`src/rtl/btb_updater.sv`:
```
// BTB update / mispredict-redirect unit for the execute stage, with a squash window after each redirect.
// Optional per-row 2-bit hysteresis on the BTB valid bit is enabled by defining BTB_HYST_EN.
module btb_updater #(
    parameter int BTB_num_rows = 256,
    parameter int SQUASH_SLOTS = 2
) (
    input  logic        clk,
    input  logic        reset,
    input  logic        i_ex_valid,
    input  logic        i_ex_is_branch,
    input  logic        i_stall,
    input  logic [15:0] i_ex_pc,
    input  logic        i_ex_taken,
    input  logic [15:0] i_ex_target,
    input  logic        i_ex_pred_valid,
    input  logic [15:0] i_ex_pred_bt,
    output logic        o_btb_wr,
    output logic [15:0] o_btb_wpc,
    output logic        o_btb_valid,
    output logic [15:0] o_btb_bt,
    output logic        o_redirect,
    output logic [15:0] o_redirect_pc,
    output logic [15:0] o_branch_cnt,
    output logic [15:0] o_mispred_cnt
);

    localparam int IDX_W = $clog2(BTB_num_rows);

    typedef enum logic {
        IDLE,
        SQUASH
    } state_t;

    state_t      state;
    logic [2:0]  squash_cnt;

    logic             accept;
    logic             mispredict;
    logic [15:0]      actual_next_pc;
    logic             new_valid;
    logic [15:0]      new_bt;
    logic             need_write;
    logic [IDX_W-1:0] row_idx;

    assign row_idx = i_ex_pc[IDX_W-1:0];

`ifdef BTB_HYST_EN
    logic [1:0] hyst [BTB_num_rows];
    logic [1:0] hyst_cur;
    logic [1:0] hyst_upd;

    always_comb begin
        hyst_cur = hyst[row_idx];
        hyst_upd = hyst_cur;
        if (i_ex_taken) begin
            if (hyst_cur != 2'd3) hyst_upd = hyst_cur + 2'd1;
        end else begin
            if (hyst_cur != 2'd0) hyst_upd = hyst_cur - 2'd1;
        end
    end

    // Counters track every accepted branch, whether or not the BTB entry itself changes.
    always_ff @(posedge clk) begin
        if (reset) begin
            for (int i = 0; i < BTB_num_rows; i++) begin
                hyst[i] <= 2'd0;
            end
        end else if (accept) begin
            hyst[row_idx] <= hyst_upd;
        end
    end

    assign new_valid = hyst_upd[1];
`else
    assign new_valid = i_ex_taken;
`endif

    always_comb begin
        accept         = i_ex_valid && i_ex_is_branch && !i_stall && (state == IDLE);
        mispredict     = (i_ex_pred_valid != i_ex_taken) ||
                         (i_ex_taken && i_ex_pred_valid && (i_ex_pred_bt != i_ex_target));
        actual_next_pc = i_ex_taken ? i_ex_target : i_ex_pc + 16'd2;
        new_bt         = i_ex_taken ? i_ex_target : i_ex_pred_bt;
        need_write     = {new_valid, new_bt} != {i_ex_pred_valid, i_ex_pred_bt};
    end

    // Strobes default low every cycle so each response is a single-cycle pulse, even under stall.
    always_ff @(posedge clk) begin
        if (reset) begin
            state         <= IDLE;
            squash_cnt    <= 3'd0;
            o_btb_wr      <= 1'b0;
            o_btb_wpc     <= 16'd0;
            o_btb_valid   <= 1'b0;
            o_btb_bt      <= 16'd0;
            o_redirect    <= 1'b0;
            o_redirect_pc <= 16'd0;
            o_branch_cnt  <= 16'd0;
            o_mispred_cnt <= 16'd0;
        end else begin
            o_btb_wr   <= 1'b0;
            o_redirect <= 1'b0;
            case (state)
                IDLE: begin
                    if (accept) begin
                        o_branch_cnt <= o_branch_cnt + 16'd1;
                        o_btb_wr     <= need_write;
                        o_btb_wpc    <= {i_ex_pc[15:IDX_W], row_idx};
                        o_btb_valid  <= new_valid;
                        o_btb_bt     <= new_bt;
                        if (mispredict) begin
                            o_redirect    <= 1'b1;
                            o_redirect_pc <= actual_next_pc;
                            o_mispred_cnt <= o_mispred_cnt + 16'd1;
                            state         <= SQUASH;
                            squash_cnt    <= 3'(SQUASH_SLOTS);
                        end
                    end
                end
                SQUASH: begin
                    // Wrong-path slots are only consumed on unstalled cycles.
                    if (!i_stall) begin
                        if (squash_cnt <= 3'd1) begin
                            state      <= IDLE;
                            squash_cnt <= 3'd0;
                        end else begin
                            squash_cnt <= squash_cnt - 3'd1;
                        end
                    end
                end
                default: begin
                    state      <= IDLE;
                    squash_cnt <= 3'd0;
                end
            endcase
        end
    end

endmodule
```
`config.mk`:
```
export PLATFORM = sky130hd
export DESIGN_NAME = btb_updater
export DESIGN_NICKNAME = d
export VERILOG_FILES = /design/src/rtl/btb_updater.sv
export SDC_FILE = /design/constraint.sdc
export NUM_CORES = 1
export LEC_CHECK = 0
export ABC_AREA = 1
export CORE_ASPECT_RATIO = 1.25
export CORE_MARGIN = 10
export CORE_UTILIZATION = 30
export DETAILED_ROUTE_END_ITERATION = 10
export PLACE_DENSITY = 0.54
export SKIP_LAST_GASP = 1
export SYNTH_ARGS = -nofsm -noshare
export SYNTH_HDL_FRONTEND = slang
export SYNTH_SLANG_ARGS = --single-unit
```
`constraint.sdc`:
```
create_clock -name clk -period 1.86 [get_ports clk]
set_clock_uncertainty 0.2 [all_clocks]
set_input_delay 0.279 -clock clk [delete_from_list [all_inputs] [get_ports clk]]
set_output_delay 0.279 -clock clk [all_outputs]
set_load 0.005 [all_outputs]
```
== Yosys cells after proc, flatten, opt, wreduce, memory -nomap -nowiden ==
Cells that the tools add are included.

* Flip-flop bits (word level): 87
* Input bits: 55
* Logic and storage cells: 47

* Add/sub/neg operators: 4
* $lt $le $gt $ge: 1
* Equal/unequal tests: 6
* Multiplexer cells: 12
* Bitwise operators: 2
* Reduce and logical (&&, ||, !) cells: 12

{| class="wikitable"
|+ Operators with widths
! kind !! count
|-
| $add A16 B1 Y16 const B || 2
|-
| $mux W16 || 2
|-
| $ne A17 B17 Y1 || 1
|-
| $add A16 B2 Y16 const B || 1
|-
| $ne A16 B16 Y1 || 1
|-
| $mux W3 || 4
|-
| $ne A2 B2 Y1 const B || 3
|-
| $pmux W3 S2 || 1
|-
| $reduce_and A3 Y1 || 2
|-
| $logic_and A1 B1 Y1 || 5
|-
| $mux W1 || 4
|-
| $le A3 B1 Y1 const B || 1
|-
| $reduce_or A3 Y1 || 1
|-
| $sub A3 B1 Y3 const B || 1
|-
| $not A1 Y1 || 2
|-
| $pmux W1 S2 || 1
|-
| $reduce_and A2 Y1 || 1
|-
| $reduce_or A2 Y1 || 1
|-
| $logic_not A1 Y1 || 1
|-
| $logic_or A1 B1 Y1 || 1
|-
| $ne A1 B1 Y1 || 1
|}

== Depth between registers and ports, before layout ==
* Depth in word-level cells: 6
* Gate-level depth with buffers: 14

== Worst setup path before layout ==
No wires, ideal clock.

* Kind: input -> register
* Start: input port i_ex_pc[1]
* End: register o_redirect_pc[13]
* Setup time: 64 ps
* Arrival: 1359 ps
* Data required time: 1596 ps
* Setup slack: 237 ps
* Cell stages on the path: 11
* Cell sequence: ha_1 nand3_1 nor2_1 nand2_1 nor2_1 nand2_1 o21ai_0 nand3_1 nand2_1 nor2_1 nor2_1

* Word-level cells in the longest chain between the ends: 2

{| class="wikitable"
|+ Ends and longest elaborated chain
! item !! RTL line !! RTL
|-
| start: declaration || 12 || <nowiki>input logic [15:0] i_ex_pc,</nowiki>
|-
| $add A16 B2 Y16 || 82 || <nowiki>actual_next_pc = i_ex_taken ? i_ex_target : i_ex_pc + 16'd2;</nowiki>
|-
| $mux W16 || 82 ||
|-
| end signal: assignment || 113 || <nowiki>o_redirect_pc <= actual_next_pc;</nowiki>
|-
| end: declaration || 22 || <nowiki>output logic [15:0] o_redirect_pc,</nowiki>
|}

Every way passes these cells.
A chain may end at the register's enable or synchronous reset.

== Final worst setup path ==
* Start: register o_mispred_cnt[6]
* End: output port o_mispred_cnt[6]

{| class="wikitable"
|+ RTL lines
! item !! RTL line !! RTL
|-
| start: declaration || 24 || <nowiki>output logic [15:0] o_mispred_cnt</nowiki>
|-
| start signal: assignment || 114 || <nowiki>o_mispred_cnt <= o_mispred_cnt + 16'd1;</nowiki>
|}

No word-level cell between the ends.

==> impl_metrics.json <==
{
  "worst-setup-path-type": "reg -> out",
  "syn_inst": 690,
  "synth_seq_cells": 87,
  "cap_violations": 0,
  "seq_area_frac_synth_pct": 37.72,
  "antenna_found_initial": 2,
  "synth_mux_area_share_pct": 0,
  "synth_top_area_share_pct": 37.72,
  "power_density_nw_per_um2": 642.8,
  "p_leak_nw": 3.300,
  "h-tree-depth": 3,
  "synth_cell_type_count": 34,
  "cp-end-kind": "output port",
  "worstPathRequired_ns": 1.38,
  "fin_util_pct": 47.98,
  "fillers": 1501,
  "cts_buffer_depth": 2,
  "drt_wl_total_um": 16350,
  "dieArea_um2": 20780,
  "grt_pass1_vias": 5135,
  "critPathLaunchType": "flip-flop",
  "drc": 0,
  "portBuffers": 137,
  "max_slew_margin_pct": 72.15,
  "synth_top_cell_by_area": "dfxtp_1",
  "rsz0062_at_grt": "false",
  "numCtsBuffers": 9,
  "hpwl_um": 12440,
  "start_util_pct": 30.75,
  "die_h_um": 158.7,
  "ant_nets": 0,
  "cts.sinks": 87,
  "setup_viol": 0,
  "fmax_mhz": 554.6,
  "syn_area_per_cell_um2": 6.691,
  "layout.nets": 945,
  "gp_congestion": 0.8768,
  "io_pins": 138,
  "synth_top_family_by_area": "simple AND/OR/NAND/NOR gates",
  "dr_total_vias": 5035,
  "synthToLayoutAreaGrowth_pct": 56.02,
  "dp.cells": 1046,
  "drv_slew": 0,
  "min_period_ns": 1.803,
  "ys.warnings.count": 0,
  "ir_drop_mv": 0.4360,
  "post_dp_cell_area_um2": 6630,
  "root_buffer": "clkbuf_16",
  "drive_gt1_share_pct": 16.22,
  "hold_viol_final": 0,
  "final_cells": 1072,
  "synth_fp_nets": 751,
  "synthSimpleGateAreaFrac_pct": 30.92,
  "drt_iter0_drc": 243,
  "die_w_um": 131.0,
  "synth-xor-area-share_pct": 3.604,
  "avgViaCountPerCell": 4.697,
  "worst_pin_slew_ns": 0.4134,
  "ys_top_cells_by_area": "dfxtp_1, nand2_1, inv_1",
  "core_um2": 15010,
  "cts_tree": "done",
  "grt_overflow": 0,
  "crit_fanout": 4,
  "ctsHoldBuffers": 0,
  "hold_class": "in -> reg",
  "insertion_delay_ns": 0.35,
  "fin_area_um2": 7203,
  "track_usage_pct": 15.92,
  "grt_max_degree": 27,
  "rows": 50,
  "grt_first_pass_wirelength_um": 26190,
  "synth_fa_ha_area_share_pct": 1.626,
  "wl_per_cell_um": 15.25,
  "synth-compound-area-share_pct": 15.75,
  "cp.arrival_ns": 1.32,
  "status": "finished, final reports clean",
  "first_pass_iters": 6,
  "fin_crit_sh_pct": 96.95,
  "clk_pin_slew_ns": 0.07,
  "netlist_area_um2": 4617
}
-- logic make-up after synthesis --
| family | Yosys count |
|---|---|
| simple gates | 327 |
| compound gates | 133 |
| fa+ha+maj | 6 |
| xor+xnor | 19 |
| buf+inv | 118 |
| flops | 87 |
-- worst max-delay path, cell delays in order, from the launching register on --
cell	delay (ns)
dfxtp_1	0.34
buf_4	0.14
clkdlybuf4s50_1	0.51
-- placed cells by master (no fill, tap or decap), types with 3 or more instances in the layout --
cell | synthesis | layout
dfxtp_2 | 0 | 6
xor2_1 | 11 | 11
nand2_4 | 3 | 6
nand2_8 | 1 | 5
nand2_1 | 164 | 160
dlygate4sd2_1 | 0 | 24
a21oi_1 | 49 | 48
dlymetal6s2s_1 | 0 | 15
buf_4 | 1 | 62
a21oi_2 | 8 | 9
nand3_2 | 1 | 3
clkdlybuf4s50_1 | 0 | 98
nand3_1 | 36 | 33
inv_1 | 88 | 86
nor2_1 | 82 | 75
dfxtp_1 | 87 | 81
a31oi_1 | 10 | 10
o21ai_0 | 55 | 51
buf_12 | 0 | 5
nor2_4 | 4 | 8
clkbuf_16 | 0 | 9
o21ai_1 | 7 | 10
nor3_1 | 15 | 13
nor2_2 | 3 | 6
nand2_2 | 5 | 6
xnor2_1 | 8 | 8
nand4_1 | 9 | 9
ha_1 | 6 | 5
-- flip-flops by register name, summed over array words and instances (netlist names) --
| signal | cells |
|---|---|
| o_branch_cnt | 16 |
| o_btb_bt | 16 |
| o_redirect_pc | 16 |
| state | 1 |
| o_redirect | 1 |
| squash_cnt | 3 |
| o_mispred_cnt | 16 |
| o_btb_wr | 1 |
| o_btb_wpc | 16 |
| o_btb_valid | 1 |
-- cell usage after synthesis (all sizes together) --
cell / n
xor2: 11
a21oi: 58
a211oi: 2
inv: 88
o21a: 1
clkbuf: 17
nand2: 173
xnor2: 8
nand4: 9
nor2: 89
dfxtp: 87
nor3: 15
o21ai: 62
buf: 11
or2: 1
ha: 6
a31oi: 10
clkinv: 2
nand3b: 2
nor3b: 1
nand3: 37
-- final timing paths --
kind                     from               end  slack [ns]  depth (start not counted)
max          o_mispred_cnt[6]  o_mispred_cnt[6]        0.06                          2
min          i_ex_pred_bt[11]      o_btb_bt[11]        0.07                          3
max reg2reg             state  o_branch_cnt[14]        0.17                         10
min reg2reg  o_redirect_pc[9]  o_redirect_pc[9]        0.28                          2
-- final cells by class --
class                           instances  area [µm²]  area share [%]
Antenna cell                            2       5.005         0.06948
Clock buffer                           12       256.5           3.561
Clock inverter                          3       42.54          0.5906
Inverter                               90       342.8           4.759
Multi-Input combinational cell        489        2581           35.83
Sequential cell                        87        1749           24.28
Tap cell                              182       227.7           3.161
Timing Repair Buffer                  207        1998           27.74
-- layer usage --
layer  track usage, %  vias to the layer above  wire length [µm]
met5                0                        -                 0
met1            17.26                     2278              6660
met4            6.434                        0               361
met2            27.55                      129              8195
met3            5.125                       22              1129
li1                 -                     2606                 -
-- through the flow --
| step | hold slack [ns] | worst slack (ns) | setup TNS, ns | power [W] |
|---|---|---|---|---|
| 2_1_floorplan | 0.1575 | 0.2372 | 0 | 0.002314 |
| 3_3_place_gp | 0.2647 | -0.4810 | -17.40 | 0.002757 |
| 3_5_place_dp | 0.2778 | -0.5492 | -20.37 | 0.002767 |
| 4_1_cts | 0.1569 | -0.01768 | -0.03773 | 0.004688 |
| 5_1_grt | 0.08355 | 0.01437 | 0 | 0.004844 |
| 6_report | 0.06588 | 0.05676 | 0 | 0.004630 |
-- power breakdown --
group          total, W  switching [W]  internal, W
clock network   0.00186       0.000759      0.00111
registers       0.00197      0.0000402      0.00193
logic          0.000798       0.000403     0.000395
-- timing repair --
action,in CTS,in global routing
gates resized for setup,42,43
buffers inserted,0,4
cloned,5,0
pin swaps,11,17
setup endpoints to repair,37,48
Note: power is estimated with default switching activity, not from simulation.
